<file path="config.mk">
export PLATFORM = sky130hd
export DESIGN_NAME = mux2_sel_reg
export DESIGN_NICKNAME = d
export VERILOG_FILES = /design/src/rtl/mux_pkg.sv /design/src/rtl/mux2_core.sv /design/src/rtl/mux2_sel_reg.sv
export SDC_FILE = /design/constraint.sdc
export NUM_CORES = 1
export LEC_CHECK = 0
export CAP_MARGIN = 20
export CORE_MARGIN = 2
export CORE_UTILIZATION = 39
export CTS_BUF_LIST = sky130_fd_sc_hd__clkbuf_4 sky130_fd_sc_hd__clkbuf_8 sky130_fd_sc_hd__clkbuf_16
export CTS_CLUSTER_SIZE = 16
export DETAILED_ROUTE_END_ITERATION = 10
export DONT_BUFFER_PORTS = 1
export SLEW_MARGIN = 25
export SYNTH_ARGS = -nofsm -noshare
export SYNTH_HDL_FRONTEND = slang
export SYNTH_SLANG_ARGS = --single-unit
</file>
<file path="constraint.sdc">
create_clock -name clk -period 2.95 [get_ports clk]
set_input_delay 0.59 -clock clk [delete_from_list [all_inputs] [get_ports clk]]
set_output_delay 0.59 -clock clk [all_outputs]
set_load 0.05 [all_outputs]
</file>
<file path="src/rtl/mux_pkg.sv">
// Shared types and defaults for the registered 2:1 selector.
package mux_pkg;

    localparam int unsigned DEFAULT_WIDTH = 4;
    localparam int unsigned DEFAULT_CNT_W = 8;

    typedef enum logic {
        SEL_IN0 = 1'b0,
        SEL_IN1 = 1'b1
    } mux_sel_e;

endpackage

</file>
<file path="src/rtl/mux2_core.sv">
// Pure combinational WIDTH-bit 2:1 selector.
module mux2_core
    import mux_pkg::*;
#(
    parameter int unsigned WIDTH = DEFAULT_WIDTH
) (
    input  logic             sel_i,
    input  logic [WIDTH-1:0] in0_i,
    input  logic [WIDTH-1:0] in1_i,
    output logic [WIDTH-1:0] y_o
);

    mux_sel_e sel;

    assign sel = mux_sel_e'(sel_i);
    // Ternary lets an unknown select show up as X on the output.
    assign y_o = (sel == SEL_IN1) ? in1_i : in0_i;

endmodule

</file>
<file path="src/rtl/mux2_sel_reg.sv">
// 2:1 selector with combinational and registered outputs, plus select-change
// pulse and a saturating select-switch counter.
module mux2_sel_reg
    import mux_pkg::*;
#(
    parameter int unsigned WIDTH = DEFAULT_WIDTH,
    parameter int unsigned CNT_W = DEFAULT_CNT_W
) (
    input  logic             clk,
    input  logic             rst,
    input  logic             selectCase,
    input  logic [WIDTH-1:0] value0,
    input  logic [WIDTH-1:0] value1,
    output logic [WIDTH-1:0] out,
    output logic [WIDTH-1:0] out_q,
    output logic             out_vld,
    output logic             sel_changed,
    output logic [CNT_W-1:0] switch_cnt
);

    logic [WIDTH-1:0] mux_out;
    logic [WIDTH-1:0] data_d, data_q;
    logic             vld_d, vld_q;
    logic             sel_prev_d, sel_prev_q;
    logic             changed_d, changed_q;
    logic [CNT_W-1:0] cnt_d, cnt_q;

    mux2_core #(
        .WIDTH (WIDTH)
    ) u_core (
        .sel_i (selectCase),
        .in0_i (value0),
        .in1_i (value1),
        .y_o   (mux_out)
    );

    always_comb begin
        data_d     = mux_out;
        vld_d      = 1'b1;
        sel_prev_d = selectCase;
        changed_d  = (selectCase != sel_prev_q);
        cnt_d      = cnt_q;
        // Saturate at all-ones rather than wrapping.
        if (changed_d && (cnt_q != {CNT_W{1'b1}})) begin
            cnt_d = cnt_q + CNT_W'(1);
        end
    end

    always_ff @(posedge clk or posedge rst) begin
        if (rst) begin
            data_q     <= '0;
            vld_q      <= 1'b0;
            sel_prev_q <= 1'b0;
            changed_q  <= 1'b0;
            cnt_q      <= '0;
        end else begin
            data_q     <= data_d;
            vld_q      <= vld_d;
            sel_prev_q <= sel_prev_d;
            changed_q  <= changed_d;
            cnt_q      <= cnt_d;
        end
    end

    assign out         = mux_out;
    assign out_q       = data_q;
    assign out_vld     = vld_q;
    assign sel_changed = changed_q;
    assign switch_cnt  = cnt_q;

endmodule

</file>
# Word-level counts from Yosys, hierarchy flattened
# Cells that the tools add are included.
dict set report word_totals {
  ff_bits 15
  inputBits 11
  output_inout_bits 18
  wordCells 10
}
dict set report op_classes {
  n_addsub 1
  eq_ne 2
  muxes 1
  reduce_logical 1
}
# op n
set op_table {}
lappend op_table {{$add A8 B1 Y8 const B} 1}
lappend op_table {{$ne A8 B8 Y1 const B} 1}
lappend op_table {{$mux W4} 1}
lappend op_table {{$logic_and A1 B1 Y1} 1}
lappend op_table {{$ne A1 B1 Y1} 1}

# Logic depth before layout (Yosys ltp)
dict set report logic_depth {
  word_depth 2
  mapped_depth 5
}

# Cells and area by module
# Synthesis repeated with hierarchy kept, for this count alone.
dict set report unflattened {
  hier_cells 51
  hier_area_um2 656.9
}
# mod instances cells_each area_per_inst_um2
set modules_own_cells {}
lappend modules_own_cells {mux2_sel_reg 1 47 611.8}
lappend modules_own_cells {mux2_core 1 4 45.0}

# Least setup slack after synthesis
# OpenSTA, ideal clock, no wires.
dict set report synth_timing {
  path_kind {flip-flop to flip-flop}
  start {register cnt_q[0] (netlist: switch_cnt[0])}
  end {register cnt_q[1] (netlist: switch_cnt[1])}
  setup_time_ps 125
  arrival_time_ps 1657
  path_slack_ps 1168
  stages_incl_launch_ff 6
  n_path_buf 0
  path_cell_list {dfrtp_1 ha_1 and3_1 nand2_1 nand2_1 mux2_2}
}
dict set report synth_between {
  elab_chain_len 2
  elab_cells_between_ends 3
}
# item line
set synth_rtl {}
lappend synth_rtl {{from (decl)} mux2_sel_reg.sv:26} ;# logic [CNT_W-1:0] cnt_d, cnt_q;
lappend synth_rtl {{from (signal assigned)} mux2_sel_reg.sv:61} ;# cnt_q <= cnt_d;
lappend synth_rtl {{branches (longest 2 deep; another with $add A8 B1 Y8)} --}
# Parallel ways; which one is timed is not known.
# A chain may end at the register's enable or synchronous reset.

# Worst setup path after layout
# Same ends and word-level chain as after synthesis.

==> results.yml <==
cts:
  cts_buffers: 3
  clkSinkCount: 15
  holdBufCountCts: 0
  cts_tree: "yes"
  cts_setup_buffers: 0
  clock_latency_ns: 0.28
  clk_pin_slew_ns: 0.09
  htreeDepth: 1
  cts_max_path_buffers: 2
  post_cts_resized: 0
  root_buffer: "clkbuf_4"
power_and_ir_drop:
  vdd_drop_max_mv: 0.411
  p_leak_nw: 0.306
  p_per_area_mw_per_mm2: 1100
sta:
  skew_ns: 0.00247
  drv_slew: 0
  rsz0062_at_grt: "false"
  layout_min_cycle_time_ns: 1.90
  max_slew_margin: 0.596
  worst_slack_ns: 1.05
  hold_viol: 0
  finalSetupViolCount: 0
  worst_slew_pin_slew_ns: 0.605
  period_share: 0.644
  setup_tns_ns: 0
  fmax_ghz: 0.526
finish:
  nets: 68
  area_growth_pct: 9.09
  antenna_cells: 0
  fillCellCount: 139
  drive_above_1_share: 0.273
detailed_routing:
  drtIter0Drc: 4
  num_vias: 391
  detail_route.vias_per_cell: 5.51
  final_antenna_net_count: 0
  wire_per_inst_um: 14.4
  firstDrtPassIters: 4
  wl_mm: 1.02
  drc_errors: 0
yosys:
  yosys-top-cells-area: "dfrtp_1 (59%), mux2_2 (11%), xnor2_1 (4.2%)"
  synth-seq-area-share: 0.593
  ys_async_sr_fraction: 1.00
  synth_most_common_cell: "dfrtp_1"
  synth_top_area_share: 0.593
  yosysWarnings: 0
  syn_nets: 62
  ys_ff_latch: 15
  synth.avg_cell_area_um2: 12.7
  synth_top_area_cell: "dfrtp_1"
  synth_commonest_cells: "dfrtp_1 (15), mux2_2 (6), nand2_1 (6)"
  syn_inst: 50
  synthFlopType: "dfrtp_1"
  synth_cell_type_count: 18
  synth-edff-count: 0
  netlist_area_um2: 633
floorplanning:
  die_h_um: 44.3
  core-area_mm2: 0.00151
  start_util: 0.420
  num_rows: 14
  dieArea_mm2: 0.00196
  pin_count: 29
  die_w_um: 44.3
grt:
  grt_pass1_wl_mm: 1.64
  grt_pass1_vias: 373
  overflow: 0
  grt_max_degree: 16
  antenna_found_initial: 0
  track_usage: 0.124
worst_setup_path:
  reg2reg_to: "switch_cnt[1]"
  critical_path.startpoint_type: "flip-flop"
  worstSetupEndpointType: "flip-flop"
  rr_worst_depth: 5
  r2r-start: "switch_cnt[0]"
  crit_required_ns: 3.13
  rrSetupSlack_ns: 1.05
  timing_worst_setup_path_type: "reg -> reg"
  crit_arrival_ns: 2.08
  crit_fanout: 5
run:
  drv_cap: 0
place:
  place_ws_ns: 1.06
  post-dp-hpwl_um: 758
  portBuffers: 0
  globalplace.congestion: 0.727
worst_hold_path:
  hold_path.class: "in -> async"
outcome:
  run_status: "completed"
## critical path, stage by stage (launching register included)
cell and delay, ns:
dfrtp_1 0.70, ha_1 0.27, and3_1 0.25, nand2_1 0.12
nand2_1 0.12, mux2_2 0.34
## area by class of cell
cell class,instances,area (um2),share of cell area
clock buffer,4,30.0,0.0435
inverter,2,7.51,0.0109
multi-input combinational,33,250,0.362
sequential,15,375,0.543
tap,16,20.0,0.0290
timing repair buffer,1,7.51,0.0109
## sequential cells by signal, indices dropped and copies added (netlist names)
signal / flops
out_q: 4
sel_prev_q: 1
out_vld: 1
sel_changed: 1
switch_cnt: 8
## report_power, final
group	internal (mW)	switching, mW	total [mW]
Clock	0.0617	0.0650	0.127
Combinational	0.0683	0.102	0.170
Sequential	0.253	0.211	0.464
Total	0.383	0.377	0.761
## cells by family (layout without fill, tap and decap cells)
family                   count (synthesis)  in the layout  synth area share
AO/OA/AOI/OAI                            6              6            0.0553
XOR/XNOR                                 4              4            0.0672
adder cells (fa/ha/maj)                  1              1            0.0198
buffers and inverters                    2              7            0.0119
flip-flops                              15             15             0.593
multiplexers                             6              6             0.107
other                                    1              1           0.00592
AND/OR/NAND/NOR                         15             15             0.140
## per-stage QoR
step	utilization	total power, mW	hold WS (ns)	area [um2]	std cells
finish	0.458	0.761	0.232	691	71
detailed placement	0.439	0.644	0.539	661	67
global placement	0.439	0.640	0.537	661	67
global route	0.458	0.810	0.283	691	71
floorplan	-	0.598	0.491	633	50
CTS	0.458	0.770	0.248	691	71
## how the worst max path moves through the flow
stage / startpoint / endpoint / cells past startpoint
floorplan: switch_cnt[0] / switch_cnt[1] / 5
global placement: switch_cnt[0] / switch_cnt[1] / 5
detailed placement: switch_cnt[0] / switch_cnt[1] / 5
CTS: switch_cnt[0] / switch_cnt[1] / 5
global route: switch_cnt[0] / switch_cnt[1] / 5
finish: switch_cnt[0] / switch_cnt[1] / 5
## layout by cell type (no fill, tap or decap)
cell	n
nor2_1	2
a31oi_1	1
buf_4	1
dfrtp_1	15
nand4_2	1
and4_1	1
a41oi_1	1
xnor2_1	3
nand2_1	6
clkbuf_4	4
mux2_2	6
ha_1	1
and3_1	2
and3_2	1
conb_1	1
and4_4	1
xor2_2	1
a21oi_1	4
nand4_1	1
inv_1	2
## per-layer routing
metal / GRT usage / up-vias / wire length [um]
met5: 0 / - / 0
met3: 0.0571 / 5 / 99
li1: - / 183 / -
met1: 0.145 / 182 / 452
met2: 0.168 / 21 / 437
met4: 0.109 / 0 / 35
Note: power is estimated with default switching activity, not from simulation.
